===== src/rtl/disp_pkg.sv =====
// Shared constants and types for the 4-digit multiplexed 7-segment display path.
// Segment patterns are active-low, ordered {g,f,e,d,c,b,a}.
package disp_pkg;

  localparam int NUM_DIGITS = 4;

  localparam logic [6:0] SEG_BLANK = 7'h7F;

  localparam logic [6:0] SEG_LUT [0:9] = '{
    7'h40,  // 0
    7'h79,  // 1
    7'h24,  // 2
    7'h30,  // 3
    7'h19,  // 4
    7'h12,  // 5
    7'h02,  // 6
    7'h78,  // 7
    7'h00,  // 8
    7'h10   // 9
  };

  typedef logic [1:0] digit_idx_t;

endpackage


===== src/rtl/display_scan_demux_if.sv =====
// Bundle between the timer/control datapath (master) and the display scan driver (slave).
// The master supplies digits and display modes; the slave returns the pin-level drive.
interface display_scan_demux_if;
  import disp_pkg::*;

  logic [4*NUM_DIGITS-1:0] digits_bcd;
  logic [NUM_DIGITS-1:0]   dp_mask;
  logic                    enable;
  logic                    blink;
  logic                    lz_suppress;

  logic [6:0]              seg_n;
  logic                    dp_n;
  logic [NUM_DIGITS-1:0]   an_n;
  logic                    frame_start;

  modport master (
    output digits_bcd, dp_mask, enable, blink, lz_suppress,
    input  seg_n, dp_n, an_n, frame_start
  );

  modport slave (
    input  digits_bcd, dp_mask, enable, blink, lz_suppress,
    output seg_n, dp_n, an_n, frame_start
  );

endinterface


===== src/rtl/bcd_to_7seg.sv =====
// Combinational BCD to active-low 7-segment decoder.
// Codes 10..15 are not digits and produce an all-off pattern.
module bcd_to_7seg
  import disp_pkg::*;
(
  input  logic [3:0] code_i,
  output logic [6:0] seg_n_o
);

  // NOTE: assign a default first so every path through always_comb drives the output; otherwise a latch is inferred.
  always_comb begin
    seg_n_o = SEG_BLANK;
    if (code_i < 4'd10) begin
      seg_n_o = SEG_LUT[code_i];
    end
  end

endmodule


===== src/rtl/display_scan_demux.sv =====
// Time-multiplexed scan driver for a 4-digit common-anode 7-segment display.
// Snapshots the digits once per frame and drives one anode per slot after a short all-off guard.
module display_scan_demux
  import disp_pkg::*;
#(
  parameter int SCAN_DIV     = 50000,
  parameter int BLANK_CYCLES = 2,
  parameter int BLINK_FRAMES = 64
) (
  input  logic                 clk,
  input  logic                 rst_n,
  display_scan_demux_if.slave  disp
);

  localparam int PW = $clog2(SCAN_DIV);
  localparam int BW = (BLINK_FRAMES > 1) ? $clog2(BLINK_FRAMES) : 1;

  logic [PW-1:0]           presc_q, presc_d;
  digit_idx_t              idx_q, idx_d;
  logic [4*NUM_DIGITS-1:0] snap_digits_q, snap_digits_d;
  logic [NUM_DIGITS-1:0]   snap_dp_q, snap_dp_d;
  logic                    load_pending_q, load_pending_d;
  logic [BW-1:0]           blink_cnt_q, blink_cnt_d;
  logic                    blink_phase_q, blink_phase_d;

  logic [6:0]              seg_n_q, seg_n_d;
  logic                    dp_n_q, dp_n_d;
  logic [NUM_DIGITS-1:0]   an_n_q, an_n_d;
  logic                    frame_start_q, frame_start_d;

  logic                    tick;
  logic                    capture;
  logic                    guard;
  logic                    lz_dark;
  logic                    dark;
  logic                    blank;
  logic [3:0]              cur_digit;
  logic [6:0]              dec_seg;

  assign tick      = (presc_q == PW'(SCAN_DIV - 1));
  // The first clock after reset loads a snapshot so the display never shows stale zeros for a whole frame.
  assign capture   = load_pending_q | (tick & (idx_q == 2'd3));
  assign cur_digit = snap_digits_q[{idx_q, 2'b00} +: 4];

  bcd_to_7seg u_dec (
    .code_i  (cur_digit),
    .seg_n_o (dec_seg)
  );

  // Scan counters, frame snapshot and blink phase.
  always_comb begin
    presc_d        = tick ? '0 : presc_q + 1'b1;
    idx_d          = tick ? idx_q + 1'b1 : idx_q;
    load_pending_d = 1'b0;
    snap_digits_d  = capture ? disp.digits_bcd : snap_digits_q;
    snap_dp_d      = capture ? disp.dp_mask : snap_dp_q;
    blink_cnt_d    = blink_cnt_q;
    blink_phase_d  = blink_phase_q;
    if (!disp.blink) begin
      blink_cnt_d   = '0;
      blink_phase_d = 1'b0;
    end else if (capture) begin
      if (blink_cnt_q == BW'(BLINK_FRAMES - 1)) begin
        blink_cnt_d   = '0;
        blink_phase_d = ~blink_phase_q;
      end else begin
        blink_cnt_d   = blink_cnt_q + 1'b1;
      end
    end
  end

  // Leading-zero blanking: a digit is dark only when it and every digit to its left are zero.
  always_comb begin
    lz_dark = 1'b0;
    if (disp.lz_suppress) begin
      case (idx_q)
        2'd3:    lz_dark = (snap_digits_q[15:12] == 4'd0);
        2'd2:    lz_dark = (snap_digits_q[15:8] == 8'd0);
        2'd1:    lz_dark = (snap_digits_q[15:4] == 12'd0);
        default: lz_dark = 1'b0;
      endcase
    end
  end

  // enable and blink act on the live inputs so going dark takes effect on the next clock.
  assign guard = (presc_q < PW'(BLANK_CYCLES));
  assign dark  = ~disp.enable | (disp.blink & blink_phase_q) | lz_dark;
  assign blank = guard | dark;

  always_comb begin
    an_n_d        = blank ? {NUM_DIGITS{1'b1}} : ~(4'b0001 << idx_q);
    seg_n_d       = blank ? SEG_BLANK : dec_seg;
    dp_n_d        = blank ? 1'b1 : ~snap_dp_q[idx_q];
    frame_start_d = capture;
  end

  // NOTE: sequential state uses non-blocking assignments so every register samples pre-edge values.
  always_ff @(posedge clk or negedge rst_n) begin
    if (!rst_n) begin
      presc_q        <= '0;
      idx_q          <= '0;
      snap_digits_q  <= '0;
      snap_dp_q      <= '0;
      load_pending_q <= 1'b1;
      blink_cnt_q    <= '0;
      blink_phase_q  <= 1'b0;
      seg_n_q        <= SEG_BLANK;
      dp_n_q         <= 1'b1;
      an_n_q         <= {NUM_DIGITS{1'b1}};
      frame_start_q  <= 1'b0;
    end else begin
      presc_q        <= presc_d;
      idx_q          <= idx_d;
      snap_digits_q  <= snap_digits_d;
      snap_dp_q      <= snap_dp_d;
      load_pending_q <= load_pending_d;
      blink_cnt_q    <= blink_cnt_d;
      blink_phase_q  <= blink_phase_d;
      seg_n_q        <= seg_n_d;
      dp_n_q         <= dp_n_d;
      an_n_q         <= an_n_d;
      frame_start_q  <= frame_start_d;
    end
  end

  assign disp.seg_n       = seg_n_q;
  assign disp.dp_n        = dp_n_q;
  assign disp.an_n        = an_n_q;
  assign disp.frame_start = frame_start_q;

endmodule


===== src/flat_wrapper.sv =====
// flat-port wrapper written by rule: the top's interface ports become plain ports
module display_scan_demux_flat import disp_pkg::*;
#(
  parameter int SCAN_DIV     = 50000,
  parameter int BLANK_CYCLES = 2,
  parameter int BLINK_FRAMES = 64
)
  (clk, rst_n, disp_digits_bcd, disp_dp_mask, disp_enable, disp_blink, disp_lz_suppress, disp_seg_n, disp_dp_n, disp_an_n, disp_frame_start);
  display_scan_demux_if disp_i ();
  input  logic clk;
  input  logic rst_n;
  input wire logic [$bits(disp_i.digits_bcd)-1:0] disp_digits_bcd;
  input wire logic [$bits(disp_i.dp_mask)-1:0] disp_dp_mask;
  input wire logic [$bits(disp_i.enable)-1:0] disp_enable;
  input wire logic [$bits(disp_i.blink)-1:0] disp_blink;
  input wire logic [$bits(disp_i.lz_suppress)-1:0] disp_lz_suppress;
  output wire logic [$bits(disp_i.seg_n)-1:0] disp_seg_n;
  output wire logic [$bits(disp_i.dp_n)-1:0] disp_dp_n;
  output wire logic [$bits(disp_i.an_n)-1:0] disp_an_n;
  output wire logic [$bits(disp_i.frame_start)-1:0] disp_frame_start;
  assign disp_i.digits_bcd = disp_digits_bcd;
  assign disp_i.dp_mask = disp_dp_mask;
  assign disp_i.enable = disp_enable;
  assign disp_i.blink = disp_blink;
  assign disp_i.lz_suppress = disp_lz_suppress;
  assign disp_seg_n = disp_i.seg_n;
  assign disp_dp_n = disp_i.dp_n;
  assign disp_an_n = disp_i.an_n;
  assign disp_frame_start = disp_i.frame_start;
  display_scan_demux #(.SCAN_DIV(SCAN_DIV), .BLANK_CYCLES(BLANK_CYCLES), .BLINK_FRAMES(BLINK_FRAMES)) u_core (.clk(clk), .rst_n(rst_n), .disp(disp_i));
endmodule

===== config.mk =====
export PLATFORM = sky130hd
export DESIGN_NAME = display_scan_demux_flat
export DESIGN_NICKNAME = d
export VERILOG_FILES = /design/src/rtl/disp_pkg.sv /design/src/rtl/display_scan_demux_if.sv /design/src/rtl/bcd_to_7seg.sv /design/src/rtl/display_scan_demux.sv /design/src/flat_wrapper.sv
export SDC_FILE = /design/constraint.sdc
export NUM_CORES = 1
export LEC_CHECK = 0
export BUFFER_PORTS_ARGS = -buffer_cell sky130_fd_sc_hd__clkbuf_2
export CAP_MARGIN = 25
export CORE_MARGIN = 2
export CORE_UTILIZATION = 30
export DETAILED_ROUTE_END_ITERATION = 7
export GPL_ROUTABILITY_DRIVEN = 0
export MAX_ROUTING_LAYER = met4
export PLACE_DENSITY = 0.57
export REMOVE_ABC_BUFFERS = 1
export SLEW_MARGIN = 15
export SYNTH_ARGS = -nofsm -noshare
export SYNTH_HDL_FRONTEND = slang
export SYNTH_SLANG_ARGS = --single-unit
export TNS_END_PERCENT = 100

===== constraint.sdc =====
create_clock -name clk -period 5.7 [get_ports clk]
set_input_delay 0.855 -clock clk [delete_from_list [all_inputs] [get_ports clk]]
set_output_delay 0.855 -clock clk [all_outputs]
set_load 0.005 [all_outputs]

==> results of run 1 <==
-- cell usage after synthesis (3+ instances only) --
cell type / n
nor3_1: 3
xnor2_1: 8
clkbuf_1: 4
xor2_1: 7
or3_1: 3
dfrtp_1: 46
inv_1: 9
a21o_1: 3
mux4_2: 5
dfstp_2: 13
mux2_2: 20
nand2_1: 18
nor2_1: 17
nor4_1: 6
o21ai_0: 7
nand3_1: 14
nor2b_1: 4
ha_1: 12
-- cells in the final DEF, fill, tap and decap left out, types with 2 or more instances in the layout --
cell type	Yosys	layout
dfrtp_1	46	46
clkbuf_2	0	37
mux2_2	20	20
nand2_1	18	18
nor2_1	17	17
nand3_1	14	14
dfstp_2	13	13
ha_1	12	12
inv_1	9	9
clkbuf_8	0	9
xnor2_1	8	8
xor2_1	7	7
o21ai_0	7	7
nor4_1	6	6
mux4_2	5	5
nor2b_1	4	4
nor3_1	3	3
a21o_1	3	3
or3_1	3	3
clkinv_2	0	3
nand4_1	2	2
and3_1	2	2
o211ai_1	2	2
a21boi_0	2	2
clkinvlp_4	0	2
-- worst paths after layout --
| kind | slack [ns] | endpoint | start |
|---|---|---|---|
| max reg2reg | 3.28 | u_core.disp.seg_n[0] | u_core.idx_q[1] |
| min reg2reg | 0.49 | u_core.presc_q[0] | u_core.presc_q[0] |
| min | 0.49 | u_core.presc_q[0] | u_core.presc_q[0] |
| min in group asynchronous | 0.65 | u_core.snap_digits_q[12] | rst_n |
| max | 3.28 | u_core.disp.seg_n[0] | u_core.idx_q[1] |
| max in group asynchronous | 4.56 | u_core.presc_q[12] | rst_n |
-- registers in the layout, summed over array words and instances (netlist names) --
signal,count
u_core.snap_dp_q,4
u_core.disp.seg_n,7
u_core.blink_cnt_q,6
u_core.blink_phase_q,1
u_core.idx_q,2
u_core.presc_q,16
u_core.disp.frame_start,1
u_core.disp.an_n,4
u_core.load_pending_q,1
u_core.disp.dp_n,1
u_core.snap_digits_q,16
-- worst max-delay path, cell delays in order, from the launching register on --
cell	delay, ns
dfrtp_1	0.59
inv_1	0.16
ha_1	0.21
or4b_2	0.60
o41a_1	0.56
o311ai_0	0.17
-- metrics by stage --
| stage | hold WS, ns | util, % | cells | cell area, um2 |
|---|---|---|---|---|
| after floorplan | 0.4549 | - | 220 | 2718 |
| after global placement | 0.4788 | 34.68 | 366 | 3054 |
| after detailed placement | 0.4823 | 34.68 | 366 | 3054 |
| after CTS | 0.4924 | 36.87 | 382 | 3247 |
| after global routing | 0.5319 | 37.18 | 383 | 3274 |
| final | 0.4852 | 37.18 | 383 | 3274 |
-- area by class of cell --
cell class	instances	area share [%]
timing repair buffer	39	6.725
tap	108	4.127
inverter	9	1.032
clock inverter	7	2.102
multi-input combinational	152	36.64
sequential	59	45.59
clock buffer	9	3.783
-- power groups by stage --
stage	logic, mW	clock network (mW)	registers [mW]
after floorplan	0.0442	0	0.463
after global placement	0.0764	0	0.467
after detailed placement	0.0769	0	0.467
after CTS	0.0773	0.384	0.460
after global routing	0.0880	0.398	0.463
final	0.0774	0.368	0.460
-- routing by layer --
layer	GRT usage, %	vias to the layer above	share of wire (%)
li1	-	885	-
met1	14.28	866	47
met2	18.40	32	46
met3	4.708	8	5.3
met4	4.426	0	1.5
met5	-	-	0
-- cell families after synthesis --
| group | after synthesis | synth area share (%) |
|---|---|---|
| buf+inv | 15 | 2.366 |
| xor+xnor | 15 | 4.779 |
| flops | 59 | 54.30 |
| compound gates | 24 | 6.372 |
| simple gates | 74 | 13.93 |
| other cells | 1 | 0.1364 |
| mux | 26 | 12.65 |
| fa+ha+maj | 12 | 5.462 |
==> results list, run 1 <==
- For this run, design rule violations remaining after detail routing come to 0.
- Core Area: 0.008806 mm2
- Max transition margin: 51.43%
* Max-cap viol count: 0
* Total global-route track usage: 11.97%
- Antenna-violating nets left: 0
- Relative to the synthesized area, the layout overhead comes to 19.12%.
* Number of endpoints failing setup at the final stage: 0
* Total negative setup slack: 0 ns
- The detailed router finished its first iteration with 33 violations.
* Required time of the critical path: 5.93 ns
- WL final: 5165 um
- The number of hold-slack violations in the final timing report is 0.
* Final worst setup slack: 3.280 ns
- Share of total power in the clock network: 40.6%
- The die is 99.73 um wide.
- Number of enable-type register cells in the synthesized netlist: 0
- After layout, the minimum clock period comes to 2.420 ns.
* Distinct cells, synth: 41
* Global-route wire length before repair: 8963 um
- The number of gates resized after CTS was 0.
- Counting instances, the worst hold path has a depth of 1.
* Lkg Pwr: 1.439 nW
- Data on the critical path arrives at its endpoint at 2.65 ns.
* Vertical die dimension: 99.73 um
- Timing would allow up to 0.4132 GHz.
- Of the total power, combinational logic draws 8.6%.
* Register area: 0.001493 mm2
* Worst Hold Class: flip-flop to flip-flop
- Average cell area after synthesis: 12.16 um2
* Biggest area consumer among synthesized cells: dfrtp_1
* Post-CTS repair timing setup buffer count: 0
* Switching power: 219.7 uW
- H-tree depth reported by CTS: 3
- The number of antenna diodes in the final layout is 0.
- After layout, the worst path uses 42.46% of the clock period.
- The worst setup path is launched from a flip-flop.
* Prevailing post-synth register cell: dfrtp_1
- Pwr/cell area: 276.4 mW/mm2
- Number of vias per cell after detailed routing: 4.676
- Final nets: 307
- Synthesized netlist cell count: 226
* Switching share of total power: 24.28%
- Fraction of final layout cells sized beyond drive strength 1: 35.64%
- Avg WL per Cell: 13.49 um
- Overall power after layout: 904.9 uW
* Cell types with the largest area share after synthesis: dfrtp_1, dfstp_2, mux2_2
- The die covers 0.009945 mm2.
- DP Worst Slack: 3.283 ns
- Maximum net fanout on the critical path: 12
* Total CTS buffers: 9
* Kind of capture point of the worst setup path: flip-flop
* Share of total power in sequential cells: 50.8%
- Synthesis-stage register bit count: 59
- # rows: 34
* Max Slew Vio Count: 0
* Largest net degree at the start of global routing: 60
* Area occupied by multi-input gates: 0.001200 mm2
- Sequential area share after synthesis: 54.30%
- Insertion delay of the later-clocked pin in the worst-skew pair: 0.34 ns
- For this configuration, the core starts out at a cell density of 31.22%.
- Detailed placement HPWL: 3681 um
- Antenna violations before repair: 0
- Category of the most critical setup path: flip-flop to flip-flop
* Outcome: finished clean
- Number of buffers on the longest clock path: 2
- Between clock sinks in the finished design, the worst skew comes to 0.006217 ns.
- Via count of the first global-routing pass: 1854
* Total iterations of the first detailed-routing run: 4
* Transition at the pin with the smallest max-transition slack: 0.7285 ns
- Synthesized area: 0.002749 mm2
- Setup repair after global routing missed its margin: false
* Syn. warnings: 0
- Summed over its instances, the top area cell type makes up 41.88% of the synthesized netlist area.
- Count of clock tree sinks: 59
- The filler cells instantiated in the layout total 867.
* Cell at the root of the clock tree: clkbuf_8
* Clock-pin slew on the worst setup and hold paths: 0.07 ns
* Grt ovf: 0
* Design internal power: 685.3 uW
- Async SR Flop Fraction: 100.0%
- Vias post-DR: 1791
* Path depth of the worst reg2reg path: 5
- Port buffering added 37 buffers.
- Count of hold buffers inserted by post-cts repair: 0
- TritonCTS clock tree: done
- VDD sags by at most 0.1007 mV.
- During I/O placement, the number of pins put on the boundary was 38.
No activity file was read; power rests on OpenSTA's default activity.
==> inputs of run 2 (changes only) <==
==> constraint.sdc (replaced) <==
create_clock -name clk -period 2.3 [get_ports clk]
set_input_delay 0.345 -clock clk [delete_from_list [all_inputs] [get_ports clk]]
set_output_delay 0.345 -clock clk [all_outputs]
set_load 0.005 [all_outputs]
==> run 2 against run 1 <==
Effect of this change:
- global-route usage grew 0.16 points
- worst setup slack worse by 3.1 ns
- final area is 0.57% higher
- first-iteration DRC count is 110% higher
- critical path depth is the same
- fmax up 14%
- largest cell class unchanged
==> results list, run 2 (synthesis gave the netlist of run 1 again) <==
- Along the worst path, the maximum fanout reaches 17.
- The clock drives 59 sinks.
* Worst Path Arrival: 2.34 ns
- After detailed routing, the number of remaining DRC violations is 0.
- The count of nets left with antenna violations once routing finished came out at 0.
- In the routed layout, each cell is associated on average with a via count of 4.790.
- Design internal power: 1.808 mW
- # IOs: 38
- For the worst setup path, the data required time is 2.53 ns.
- Global-route wire length before repair: 9073 um
- Worst Hold Class: input port to async pin
- The share of total power dissipated in combinational logic is 8.2%.
- Summed over all layers, the routed wires come to 5256 um.
- TritonCTS clock tree: done
* Post-CTS repair timing setup buffer count: 0
- Total iterations of the first detailed-routing run: 4
- Commonest non-fill, non-tap cells in the layout: dfrtp_1, clkbuf_2, mux2_2, nand2_1, nor2_1
* Detailed placement HPWL: 3843 um
- After clock tree synthesis, the clock-pin slew on the worst setup and hold paths is 0.07 ns.
- Post-CTS Resized: 0
- From left edge to right edge, the die measures 99.73 um.
- Final worst setup slack: 0.1837 ns
- Worst Clk Skew: 0.006486 ns
- Switching power: 530.8 uW
- At the end of the flow, the number of nets in the layout was 310.
- The slowest stage of the critical path is the or4_4 cell.
- Setup repair after global routing missed its margin: false
* WP buf/inv: 1
- Grt ovf: 0
* Max incr delay on CP: 0.56 ns
* Final Hold Fails: 0
- Prior to clock tree synthesis, the placed netlist has a worst setup slack of 0.1604 ns.
* Capturing instance or port of the critical path: u_core.snap_digits_q[12]
* Total global-route track usage: 12.13%
- Pwr/cell area: 710.2 mW/mm2
* Number of buffers on the longest clock path: 2
- Path depth of the worst reg2reg path: 5
- The flow ran to the end, and the final reports show no timing, DRC or antenna violations.
- Post-layout util: 37.40%
- Number of endpoints failing setup at the final stage: 0
* List of cells traversed by the critical path: or4_4 > nor4_4 > a31oi_4 > buf_4 > mux2_2
- Total Die Area: 0.009945 mm2
- From bottom edge to top edge, the die measures 99.73 um.
- The startpoint identified for the worst register-to-register timing path is u_core.presc_q[11].
- H-tree depth reported by CTS: 3
- # rows: 34
- The detailed router placed 1849 vias in this run.
- The clock network burns 43.1% of the power.
- Category of the most critical setup path: flip-flop to flip-flop
* Kind of capture point of the worst setup path: flip-flop
- Fraction of final layout cells sized beyond drive strength 1: 35.61%
* Ant. Diodes: 0
* Avg WL per Cell: 13.62 um
- Fin crit period: 2.116 ns
* Insertion delay of the later-clocked pin in the worst-skew pair: 0.34 ns
- Cell at the root of the clock tree: clkbuf_8
- In this run the register-to-register setup slack is 0.18 ns.
- Max-cap viol count: 0
- Area growth from synthesis to final layout: 19.80%
- Leaving out fill and tap cells, the most frequent cell in the layout is dfrtp_1.
* Reg-to-Reg End: u_core.snap_digits_q[12]
* Max Slew Vio Count: 0
- Max transition margin: 51.26%
- On the critical path the largest part of the delay comes from simple AND/OR/NAND/NOR gates.
- In this run the standard cell core region covers 0.008806 mm2.
- Number of cells on the critical path: 5
- The design draws 2.339 mW.
- Peak supply drop: 0.2604 mV
- The analysis attributes to cell leakage a power of 1.455 nW.
- Entering global routing, the biggest net connects 60 pins.
- Based on the critical path, the design can be clocked at up to 0.4725 GHz.
* Share of total power in sequential cells: 48.7%
- Count of hold buffers inserted by post-cts repair: 0
- STA classifies the critical path startpoint as a flip-flop.
- Antenna violations before repair: 0
- Net switching is 22.69% of the power.
- Counting the buffers created by CTS gives 9.
* Port-buffer cells: 37
- Final Cycle Share: 92.01%
- For this configuration, the core starts out at a cell density of 31.22%.
- After the first detailed-routing iteration, the DRC count stood at 68.
- The via count of the first global-routing pass came to 1874.
- For the pin with the worst max-slew slack, the measured transition is 0.7310 ns.
* Launching instance or port of the critical path: u_core.presc_q[11]
-- run 2: cell count changes in the layout (fill, tap and decap cells not counted), sizes merged --
cell / previous run / this run
buf: 2 / 5
clkbuf: 46 / 48
clkinv: 4 / 2
bufinv: 1 / 2
clkinvlp: 2 / 1
-- run 2: worst min path at each step --
stage,from,endpoint,slack (ns),depth (start not counted)
2_1_floorplan,rst_n,u_core.blink_cnt_q[0],0.05,0
3_3_place_gp,u_core.presc_q[0],u_core.presc_q[0],0.48,1
3_5_place_dp,u_core.presc_q[0],u_core.presc_q[0],0.48,1
4_1_cts,rst_n,u_core.snap_digits_q[1],0.17,2
5_1_grt,rst_n,u_core.snap_digits_q[8],0.21,2
6_report,rst_n,u_core.snap_digits_q[0],0.14,2
-- run 2: metrics by stage --
stage	hold slack [ns]	instances	setup TNS, ns	area (um2)
2_1_floorplan	0.04941	220	-0.1020	2718
3_3_place_gp	0.4751	370	0	3084
3_5_place_dp	0.4759	370	0	3084
4_1_cts	0.1689	386	0	3293
5_1_grt	0.2101	386	0	3293
6_report	0.1444	386	0	3293
-- run 2: metal layers --
| metal | part of all wire, % | wire length (um) | GRT usage (%) | up-vias |
|---|---|---|---|---|
| met3 | 5.0 | 264 | 3.935 | 11 |
| li1 | - | - | - | 893 |
| met5 | 0 | 0 | - | - |
| met2 | 49 | 2575 | 19.44 | 42 |
| met1 | 44 | 2324 | 14.06 | 903 |
| met4 | 1.7 | 91 | 5.058 | 0 |
-- run 2: cell type report --
type | instances | area (um2)
Multi-Input combinational cell | 152 | 1200
Sequential cell | 59 | 1493
Timing Repair Buffer | 42 | 222.7
Inverter | 9 | 33.78
Fill cell | 867 | 5513
Tap cell | 108 | 135.1
Clock buffer | 11 | 131.4
Clock inverter | 5 | 77.57
-- run 2: power by group through the flow --
| stage | Combinational [mW] | Sequential, mW | Clock [mW] |
|---|---|---|---|
| 4_1_cts | 0.197 | 1.14 | 1.05 |
| 6_report | 0.192 | 1.14 | 1.01 |
| 3_5_place_dp | 0.197 | 1.16 | 0 |
| 5_1_grt | 0.218 | 1.14 | 1.09 |
| 2_1_floorplan | 0.109 | 1.15 | 0 |
| 3_3_place_gp | 0.192 | 1.16 | 0 |
==> inputs of run 3 (changes only) <==
--- a/config.mk
+++ b/config.mk
@@ -11,7 +11,6 @@
 export CORE_UTILIZATION = 30
 export DETAILED_ROUTE_END_ITERATION = 7
 export GPL_ROUTABILITY_DRIVEN = 0
-export MAX_ROUTING_LAYER = met4
 export PLACE_DENSITY = 0.57
 export REMOVE_ABC_BUFFERS = 1
 export SLEW_MARGIN = 15
==> run 3 against run 2 <==
Effect of this change:
- sequential share of layout area is the same
- combinational power is essentially flat
- final area is the same
- global-route usage shrank 0.38 points
- die area is the same
- wire length is essentially flat
- sequential cell count is the same
==> results list, run 3 (synthesis gave the netlist of run 1 again) <==
- The run finished with clean final reports.
* Maximum net fanout on the critical path: 17
- The detailed router finished its first iteration with 47 violations.
- The library cells used most frequently in the layout, excluding fill and tap cells, are dfrtp_1, clkbuf_2, mux2_2, nand2_1, nor2_1.
- Switching power: 527.0 uW
* Max Slew Vio Count: 0
* Number of vias per cell after detailed routing: 4.782
- The clock arrives with 0.006328 ns of skew.
- The floorplan step defined a die boundary enclosing 0.009945 mm2.
- Cell at the root of the clock tree: clkbuf_8
* Effective utilization at floorplan: 31.22%
- Setup repair after global routing missed its margin: false
* Post-CTS Resized: 0
- WHS: 0.1492 ns
- Vertical die dimension: 99.73 um
- The signal on the critical path passes through or4_4 > nor4_4 > a31oi_4 > buf_4 > mux2_2.
- Category of the most critical setup path: flip-flop to flip-flop
- Entering global routing, the biggest net connects 60 pins.
- Timing would allow up to 0.4721 GHz.
* Max-cap viol count: 0
- Dividing the detail-routed wire length by the instance count gives 13.61 um.
- Overall power after layout: 2.335 mW
- STA puts the critical path data arrival time at 2.34 ns.
* Number of endpoints failing setup at the final stage: 0
* Number of buffers on the longest clock path: 2
* Met2 track demand over resource in global routing: 19.54%
* Path depth of the worst reg2reg path: 5
* Fin crit period: 2.118 ns
- Global routing used 11.75% of the available tracks.
- # fillers: 867
* Ant. Diodes: 0
* Die boundary width: 99.73 um
- TritonCTS built the clock tree.
- WL final: 5253 um
- Reg-to-Reg End: u_core.snap_digits_q[12]
- After floorplanning, the core was divided into 34 placement rows.
- Detailed-route DRC error count: 0
- Relative to the synthesized area, the layout overhead comes to 19.80%.
* Part of the power in combinational logic: 8.2%
* Final Cycle Share: 92.09%
- Clock-pin slew on the worst setup and hold paths: 0.07 ns
- Cell internal power was estimated by the tool at 1.808 mW.
- In this run, post-CTS hold repair placed 0 buffers.
- STA classifies the critical path startpoint as a flip-flop.
- The multi-input combinational cells in the finished layout cover a total of 0.001200 mm2.
* Via count of the first global-routing pass: 1876
- After layout, the worst setup slack is 0.1819 ns.
- Detailed placement HPWL: 3843 um
* DP Worst Slack: 0.1604 ns
- For met3 alone, demand over resource in global routing was 3.725%.
* Core Area: 0.008806 mm2
* Met1 layer usage reported by global route: 14.01%
* Max transition margin: 51.30%
- The tree built by TritonCTS fans out to 59 sinks.
- In this run, flip-flops and latches consume 48.8% of the power.
- Kind of capture point of the worst setup path: flip-flop
- The number of hold-slack violations in the final timing report came to 0.
* Layer with the highest usage: met2
- For this design the top-level I/O count stands at 38.
* Register area: 0.001493 mm2
- Port-buffer cells: 37
- Cells fill 37.40% of the core in the end.
- For the pin with the worst max-slew slack, the measured transition is 0.7305 ns.
* Max incr delay on CP: 0.56 ns
* Total CTS buffers: 9
- After clock tree synthesis, the setup repair step added 0 buffers.
- Peak supply drop: 0.2593 mV
- For flop-to-flop paths, the worst setup slack is 0.18 ns.
- The H-tree generated during clock tree synthesis spans 3 levels.
- The first detailed-routing pass took 4 iterations.
* Lkg Pwr: 1.455 nW
- The detail route stage leaves a number of antenna-violating nets equal to 0.
- The worst register-to-register path begins at u_core.presc_q[11].
- Insertion delay of the later-clocked pin in the worst-skew pair: 0.33 ns
- In this run, the clock network consumes 43.0% of the power.
- At the end of the flow, the number of nets in the layout was 310.
* Total negative setup slack: 0 ns
- Antenna violations before repair: 0
- The library cell used most frequently in the layout, excluding fill and tap cells, is dfrtp_1.
- The tightest min-delay check is of the input port to async pin type.
- Across all layers, the routed design uses 1846 vias.
* Slowest CP cell: or4_4
* Required time of the critical path: 2.52 ns
- Global-route wire length before repair: 9039 um
- Switching share of total power: 22.57%
- The post-route netlist has 35.61% of its cells at a drive strength greater than 1.
* Grt ovf: 0
* Pwr/cell area: 709.1 mW/mm2
## run 3: worst max path at each step
stage                                  start                        to  slack, ns
after floorplan            u_core.presc_q[0]     u_core.blink_cnt_q[3]      -0.03
after global placement    u_core.presc_q[11]  u_core.snap_digits_q[12]       0.19
after detailed placement  u_core.presc_q[11]  u_core.snap_digits_q[12]       0.16
after CTS                 u_core.presc_q[11]  u_core.snap_digits_q[12]       0.15
after global routing      u_core.presc_q[11]  u_core.snap_digits_q[15]       0.07
final                     u_core.presc_q[11]  u_core.snap_digits_q[12]       0.18
## run 3: layout make-up
cell class                 count  share of cell area [%]
clock inverter                 5                   2.356
clock buffer                  11                   3.989
timing repair buffer          42                   6.763
sequential                    59                   45.33
inverter                       9                   1.026
tap                          108                   4.103
multi-input combinational    152                   36.44
## run 3: stage by stage
step | cells | cell area (um2)
after floorplan | 220 | 2718
after global placement | 370 | 3084
after detailed placement | 370 | 3084
after CTS | 386 | 3293
after global routing | 386 | 3293
final | 386 | 3293
## run 3: critical path: cells and delay by family, from the launching register on
family | cells | cell delay, ns
AND/OR/NAND/NOR | 2 | 0.81
flip-flops | 1 | 0.42
multiplexers | 1 | 0.29
buffers and inverters | 1 | 0.27
AO/OA/AOI/OAI | 1 | 0.23
## run 3: power groups by stage
stage	logic (mW)	clock network, mW	registers, mW
6_report	0.192	1.00	1.14
2_1_floorplan	0.109	0	1.15
4_1_cts	0.197	1.05	1.14
3_5_place_dp	0.197	0	1.16
5_1_grt	0.218	1.09	1.14
3_3_place_gp	0.192	0	1.16
## run 3: metal layers
| metal | routed length, um | share of wire [%] | vias to the layer above |
|---|---|---|---|
| met5 | 0 | 0 | - |
| met4 | 77 | 1.5 | 0 |
| li1 | - | - | 892 |
| met3 | 259 | 4.9 | 8 |
| met2 | 2593 | 49 | 41 |
| met1 | 2322 | 44 | 905 |
